[config.mk]
export PLATFORM = sky130hd
export DESIGN_NAME = vector_mem_unit
export DESIGN_NICKNAME = d
export VERILOG_FILES = /design/src/rtl/cvp14_pkg.sv /design/src/rtl/vmu_addr_gen.sv /design/src/rtl/vector_mem_unit.sv
export SDC_FILE = /design/constraint.sdc
export NUM_CORES = 1
export LEC_CHECK = 0
export BUFFER_PORTS_ARGS = -buffer_cell sky130_fd_sc_hd__buf_2
export CORE_MARGIN = 3
export CORE_UTILIZATION = 34
export CTS_CLUSTER_DIAMETER = 80
export DETAILED_ROUTE_END_ITERATION = 8
export GPL_TIMING_DRIVEN = 0
export SLEW_MARGIN = 20
export SYNTH_ARGS = -nofsm -noshare
export SYNTH_HDL_FRONTEND = slang
export SYNTH_SLANG_ARGS = --single-unit
[constraint.sdc]
create_clock -name clk -period 3.45 [get_ports clk]
set_input_delay 1.035 -clock clk [delete_from_list [all_inputs] [get_ports clk]]
set_output_delay 1.035 -clock clk [all_outputs]
set_load 0.01 [all_outputs]
[src/rtl/cvp14_pkg.sv]
// Shared CVP14 definitions for the vector memory stage: sizes, opcodes, FSM states, latched request.
// Also provides the CVP14_LANE(vec, i) macro selecting the 16-bit lane i of a packed vector.
package cvp14_pkg;
  localparam int DATA_W     = 16;
  localparam int LANES      = 16;
  localparam int ADDR_W     = 16;
  localparam int VEC_W      = DATA_W * LANES;
  localparam int LANE_CNT_W = 4;

  localparam logic [3:0] OP_NOP = 4'b0000;
  localparam logic [3:0] OP_VLD = 4'b0100;
  localparam logic [3:0] OP_VST = 4'b0101;

  typedef enum logic [2:0] {
    IDLE,
    STORE,
    LOAD,
    DRAIN,
    DONE
  } vmu_state_t;

  typedef struct packed {
    logic [2:0]       dst;
    logic [VEC_W-1:0] wdata;
  } vmu_req_t;
endpackage

`ifndef CVP14_LANE
`define CVP14_LANE(vec, i) vec[(i)*cvp14_pkg::DATA_W +: cvp14_pkg::DATA_W]
`endif

[src/rtl/vmu_addr_gen.sv]
// Lane counter plus base/stride accumulator; addr is valid the cycle after start, advances on step.
// No backpressure of its own: the owning FSM decides when to step.
module vmu_addr_gen
  import cvp14_pkg::*;
(
  input  logic                  clk,
  input  logic                  rst_n,
  input  logic                  start,
  input  logic                  step,
  input  logic [ADDR_W-1:0]     base,
  input  logic [ADDR_W-1:0]     stride,
  output logic [ADDR_W-1:0]     addr,
  output logic [LANE_CNT_W-1:0] lane,
  output logic                  last_lane
);
  logic [ADDR_W-1:0] stride_q;

  // Accumulating the stride keeps the adder narrow; the sum wraps naturally mod 2^ADDR_W.
  always_ff @(posedge clk or negedge rst_n) begin
    if (!rst_n) begin
      addr     <= '0;
      lane     <= '0;
      stride_q <= '0;
    end else if (start) begin
      addr     <= base;
      lane     <= '0;
      stride_q <= stride;
    end else if (step) begin
      addr <= addr + stride_q;
      lane <= lane + LANE_CNT_W'(1);
    end
  end

  assign last_lane = (lane == LANE_CNT_W'(LANES - 1));
endmodule

[src/rtl/vector_mem_unit.sv]
// Vector load/store sequencer: VST done at T+17, VLD done+ld_valid at T+18; req_ready low while busy.
// VMU_STRIDE_EN adds req_stride (lane i at base+i*stride); otherwise lanes are contiguous.
module vector_mem_unit
  import cvp14_pkg::*;
(
  input  logic              clk,
  input  logic              rst_n,
  input  logic              req_valid,
  output logic              req_ready,
  input  logic [3:0]        req_opcode,
  input  logic [ADDR_W-1:0] req_addr,
  input  logic [VEC_W-1:0]  req_wdata,
  input  logic [2:0]        req_dst,
`ifdef VMU_STRIDE_EN
  input  logic [ADDR_W-1:0] req_stride,
`endif
  output logic [ADDR_W-1:0] mem_addr,
  output logic              mem_re,
  output logic              mem_we,
  output logic [DATA_W-1:0] mem_wdata,
  input  logic [DATA_W-1:0] mem_rdata,
  output logic              ld_valid,
  output logic [VEC_W-1:0]  ld_data,
  output logic [2:0]        ld_dst,
  output logic              done
);
  vmu_state_t            state;
  vmu_req_t              req_q;
  logic                  accept;
  logic                  step;
  logic [ADDR_W-1:0]     stride;
  logic [ADDR_W-1:0]     gen_addr;
  logic [LANE_CNT_W-1:0] lane;
  logic                  last_lane;
  logic                  rd_pend;
  logic [LANE_CNT_W-1:0] rd_lane;

`ifdef VMU_STRIDE_EN
  assign stride = req_stride;
`else
  assign stride = ADDR_W'(1);
`endif

  // Unknown opcodes are never handshaken, so they leave no trace in the unit.
  assign accept = req_valid && req_ready && (req_opcode == OP_VLD || req_opcode == OP_VST);
  assign step   = mem_we | mem_re;

  vmu_addr_gen u_addr_gen (
    .clk       (clk),
    .rst_n     (rst_n),
    .start     (accept),
    .step      (step),
    .base      (req_addr),
    .stride    (stride),
    .addr      (gen_addr),
    .lane      (lane),
    .last_lane (last_lane)
  );

  always_ff @(posedge clk or negedge rst_n) begin
    if (!rst_n) begin
      state     <= IDLE;
      req_ready <= 1'b1;
      mem_we    <= 1'b0;
      mem_re    <= 1'b0;
      done      <= 1'b0;
      ld_valid  <= 1'b0;
      ld_dst    <= '0;
      req_q     <= '0;
    end else begin
      case (state)
        IDLE: begin
          if (accept) begin
            req_q     <= '{dst: req_dst, wdata: req_wdata};
            req_ready <= 1'b0;
            if (req_opcode == OP_VST) begin
              state  <= STORE;
              mem_we <= 1'b1;
            end else begin
              state  <= LOAD;
              mem_re <= 1'b1;
            end
          end
        end
        STORE: begin
          if (last_lane) begin
            state  <= DONE;
            mem_we <= 1'b0;
            done   <= 1'b1;
          end
        end
        LOAD: begin
          if (last_lane) begin
            state  <= DRAIN;
            mem_re <= 1'b0;
          end
        end
        // The last read's data arrives here, so completion is signalled one cycle later than a store.
        DRAIN: begin
          state    <= DONE;
          done     <= 1'b1;
          ld_valid <= 1'b1;
          ld_dst   <= req_q.dst;
        end
        DONE: begin
          state     <= IDLE;
          done      <= 1'b0;
          ld_valid  <= 1'b0;
          req_ready <= 1'b1;
        end
        default: begin
          state     <= IDLE;
          mem_we    <= 1'b0;
          mem_re    <= 1'b0;
          done      <= 1'b0;
          ld_valid  <= 1'b0;
          req_ready <= 1'b1;
        end
      endcase
    end
  end

  // Read data trails its strobe by one cycle; track which lane it belongs to.
  always_ff @(posedge clk or negedge rst_n) begin
    if (!rst_n) begin
      rd_pend <= 1'b0;
      rd_lane <= '0;
      ld_data <= '0;
    end else begin
      rd_pend <= mem_re;
      rd_lane <= lane;
      if (rd_pend) begin
        `CVP14_LANE(ld_data, rd_lane) <= mem_rdata;
      end
    end
  end

  assign mem_addr  = step ? gen_addr : '0;
  assign mem_wdata = mem_we ? `CVP14_LANE(req_q.wdata, lane) : '0;
endmodule

# After elaboration in Yosys (flattened, before gate mapping)
# Index checks and enable logic that the tools add are counted.
# classes
addsub	3
n_eq_ne	12
shift	3
n_mux	24
n_bitwise	5
reduce_logical	16
# ops
cell	count
$bwmux 256	1
$shift 16x34->256 const A	1
$shiftx 16x34->256	1
$shiftx 256x9->16	1
$mux 16	4
$neg 8->34	1
$add 16x1->16	1
$pmux 3 s4	1
$reduce_or 3->1	4
$ne 2x2->1 const B	5
$mux 3	3
$pmux 1 s3	3
$eq 4x3->1 const B	2
$mux 4	2
$reduce_and 4->1	2
$mux 1	7
$eq 3x2->1 const B	2
$reduce_and 2->1	3
$add 4x1->4 const B	1
$eq 4x4->1 const B	1
$not 1->1	4
$pmux 1 s2	2
$eq 3x1->1 const B	1
$eq 3x3->1 const B	1
other kinds (8)	9
# word_totals
ff_bits	552
in_bits	298
output_inout_bits	296
word_cells	78

# Logic depth before layout (Yosys ltp)
# logic_depth
depth_word	5
mapped_depth	11
ltp_nobuf	6

# By module
# Synthesis repeated with hierarchy kept, for this count alone.
# hier_totals
cells_unflattened	2065
hier_area_um2	25102.8
# by_module_without_submodules
mod	n_inst	cells_each	area_each_um2	seq_area_each_um2
vector_mem_unit	1	1853	22940.8	13289.0
vmu_addr_gen	1	212	2162.1	900.9

# Worst setup path before layout
# No wires, ideal clock.
# synth_path
path_kind	register -> output
startpoint	reg u_addr_gen.lane[0]
endpoint	out mem_wdata[0]
arrival_ns	1.944
required_ns	2.415
slack_ns	0.471
path_stages_with_launch	6
path_buffers	2
path_cell_list	dfrtp_1 clkbuf_1 buf_2 mux4_2 mux2i_1 o22ai_1
# synth_between
elab_chain_cells	2
# synth_rtl
item	line	text
start: declaration	vmu_addr_gen.sv:13	output logic [LANE_CNT_W-1:0] lane,
start signal: assignment	vmu_addr_gen.sv:30	lane <= lane + LANE_CNT_W'(1);
$shiftx 256x9->16 (no source line)	-	
$mux 16	vector_mem_unit.sv:139	assign mem_wdata = mem_we ? `CVP14_LANE(req_q.wdata, lane) : '0;
end: declaration	vector_mem_unit.sv:20	output logic [DATA_W-1:0] mem_wdata,
# No other way between the ends.

# Worst setup path after layout
# layout_path
startpoint	reg u_addr_gen.lane[0]
endpoint	out mem_wdata[7]
# The elaborated chain is that of the path after synthesis.

==> results.sh <==
export IMPL_finalCritPeriodShare_pct=104
export IMPL_final_cell_mix="buf_2 (611), dfrtp_1 (549), mux2_2 (328)"
export IMPL_clock_skew_ns=0.0224
export IMPL_ys_types=57
export IMPL_intPower_w=0.0108
export IMPL_finalWeightedCongestion=0.874
export IMPL_cts_buffer_depth=3
export IMPL_post_route_cell_area_um2=31800
export IMPL_clkPwrFrac_pct=50.4
export IMPL_dp_final_hpwl_um=61900
export IMPL_antenna_found_initial=25
export IMPL_timing_final_ws_setup_ns=-0.140
export IMPL_ys_flop_type="dfrtp_1"
export IMPL_synthAdderAreaFrac_pct=0.256
export IMPL_syn_inst=1885
export IMPL_root_buffer="clkbuf_16"
export IMPL_reg2reg_slack_ns=0.21
export IMPL_leakagePower_nw=15.4
export IMPL_final_common_cell="buf_2"
export IMPL_synthesis_area_um2=24400
export IMPL_syn_to_final_growth_pct=30.4
export IMPL_grtUsageTotal_pct=21.5
export IMPL_wl_per_cell_um=23.1
export IMPL_critPathMaxFanout=8
export IMPL_io_pins=594
export IMPL_critPathLaunchType="flop"
export IMPL_hold_violations=0
export IMPL_grt_overflow=0
export IMPL_ctsHoldBuffers=0
export IMPL_synth_top_family_by_area="multiplexers"
export IMPL_synth_xor_area_share_pct=0.641
export IMPL_crit_start="u_addr_gen.lane[0]$_DFFE_PN0P_"
export IMPL_crit_arrival_ns=2.55
export IMPL_multiInputGateArea_um2=10000
export IMPL_wl_um=82500
export IMPL_tightest_slew_ns=0.998
export IMPL_p_seq_share_pct=46.7
export IMPL_seqCellArea_um2=13800
export IMPL_worstHoldPathType="primary input to async pin"
export IMPL_whs_ns=0.449
export IMPL_status="complete, but fails checks"
export IMPL_slew_viol_final=0
export IMPL_switchingPower_w=0.00307
export IMPL_crit_type="flop to output pin"
export IMPL_htreeDepth=3
export IMPL_peakVddDrop_mv=0.369
export IMPL_synth_fp_nets=2188
export IMPL_rsz0062_at_grt="true"
export IMPL_clock_fmax_mhz=279
export IMPL_power_total_w=0.0139
export IMPL_slew_headroom_pct=33.4
export IMPL_r2r_end="ld_data[254]$_DFFE_PN0P_"
export IMPL_insertion_delay_ns=0.59
export IMPL_dpl_cell_area_um2=28600
export IMPL_required_ns=2.41
export IMPL_ys_warn_count=0
export IMPL_path_cells="clkbuf_16 > buf_12 > mux4_2 > mux2i_4 > o22ai_2 > buf_6"
export IMPL_setup_tns_ns=-1.43
export IMPL_crit_slowest_cell="mux4_2"
export IMPL_synth_compound_area_share_pct=4.60
export IMPL_clk_pin_slew_ns=0.06
export IMPL_grt_pass1_wl_um=122000
export IMPL_core_area_um2=70500
export IMPL_grt_max_degree=101
export IMPL_async_flop_share_pct=100
export IMPL_max_cap_viol_count=0
export IMPL_fin_crit_ns=3.59
export IMPL_num_vias=18100
export IMPL_reg2regPathDepth=10
export IMPL_yosysSeqAreaShare_pct=56.6
export IMPL_drive_above_1_share_pct=48.0
export IMPL_yosys_area_share_simple_pct=6.94
export IMPL_fillCellCount=6524
export IMPL_final_setup_viol_count=16
export IMPL_drt_iter0_drc=917
export IMPL_initial_core_util_pct=34.6
export IMPL_grt_pass1_vias=19100
export IMPL_dp_slack_ns=-1.14
export IMPL_synth_area_per_cell_um2=12.9
export IMPL_drc_errors=0
export IMPL_synth_area_mux_share_pct=26.9
export IMPL_die_h_um=274
export IMPL_p_sw_share_pct=22.1
export IMPL_die_width_um=274
export IMPL_violations="setup timing"
export IMPL_cts_tree="yes"
export IMPL_place_port_buffers=577
export IMPL_num_rows=97
export IMPL_ant_nets=0
export IMPL_firstDrtPassIters=5
export IMPL_r2r_start="rd_lane[2]$_DFF_PN0_"
export IMPL_via_per_inst=5.07
export IMPL_numCtsBuffers=66
export IMPL_die_area_um2=75000
export IMPL_cts_sinks=552
export IMPL_final_nets=2869
export IMPL_p_comb_share_pct=2.9
export IMPL_ys_ff_latch=552
export IMPL_synth_edf_count=0
export IMPL_end_kind="output pin"
export IMPL_power_density_nw_per_um2=437
export IMPL_critPathMaxStageDelay_ns=0.57
-- synth_stat cells, types with 6 or more instances --
master    count  area [um2]
dfrtp_1     551       13800
mux2_2      328        3690
nand2_1     171         642
mux2i_1     115        1150
o21ai_0     102         510
inv_1        95         357
nor2_1       85         319
clkbuf_1     78         293
mux4_2       64        1440
o31ai_1      50         375
buf_2        42         210
nand3_1      32         160
o22ai_1      18         113
nor3_1       16        80.1
mux2_1       15         169
and2_1       14        87.6
xnor2_1      10        87.6
buf_4         8        60.1
mux2_4        8         120
buf_1         7        26.3
or3_1         7        43.8
xor2_1        6        52.6
-- worst max-delay path, delay by kind of cell (launching register included) --
family	cells	cell delay, ns
buffers and inverters	3	0.50
flip-flops	1	0.44
multiplexers	2	0.89
AO/OA/AOI/OAI	1	0.13
-- metrics by stage --
step | instances | util, %
detailed placement | 3407 | 40.6
floorplan | 1885 | -
CTS | 3541 | 44.8
global route | 3560 | 45.1
global placement | 3402 | 40.4
finish | 3568 | 45.1
-- per-layer routing --
metal | GRT usage [%] | part of all wire, %
met1 | 25.3 | 39
met2 | 37.2 | 50
met3 | 5.86 | 7.3
met4 | 8.55 | 3.8
met5 | 0 | 0.17
-- kinds of logic after synthesis --
family | count (synthesis)
DFF | 552
and+or+nand+nor | 361
muxes | 530
buffers and inverters | 234
xor gates and xnor gates | 17
adders and majority gates | 5
AOI/OAI and AO/OA | 186
-- cell type report --
cell class	instances	area share [%]
sequential	552	43.4
multi-input combinational	1099	31.6
timing repair buffer	616	10.8
clock buffer	96	6.03
tap	940	3.70
buffer	134	2.41
inverter	97	1.16
clock inverter	20	0.833
antenna	14	0.110
-- how the worst max path moves through the flow --
stage          cells past startpoint  slack (ns)               endpoint
2_1_floorplan                      5        0.47           mem_wdata[0]
3_3_place_gp                       1       -9.83  req_q[70]$_DFFE_PN0P_
3_5_place_dp                       6       -1.14          mem_wdata[11]
4_1_cts                            7       -0.23           mem_wdata[3]
5_1_grt                            8       -0.22          mem_wdata[11]
6_report                           6       -0.14           mem_wdata[7]
-- power groups by stage --
stage,clock network [W],logic (W),registers [W]
after global placement,0,0.000390,0.00661
after detailed placement,0,0.000416,0.00661
after global routing,0.00742,0.000448,0.00649
after CTS,0.00716,0.000417,0.00649
after floorplan,0,0.0000377,0.00661
final,0.00700,0.000408,0.00649
-- registers in the layout, indices dropped and copies added (netlist names) --
signal,count
mem_we,1
req_ready,1
rd_lane,4
mem_re,1
u_addr_gen.lane,4
u_addr_gen.addr,16
ld_data,256
rd_pend,1
ld_dst,3
u_addr_gen.stride_q,1
ld_valid,1
done,1
req_q,259
state,3
-- timing repair --
item                       in CTS  in global routing
setup buffers                  17                 15
pin swaps                      13                  8
setup endpoints to repair     116                174
gates resized for setup       129                 38
gates cloned                    3                  1
Note: power is estimated with default switching activity, not from simulation.
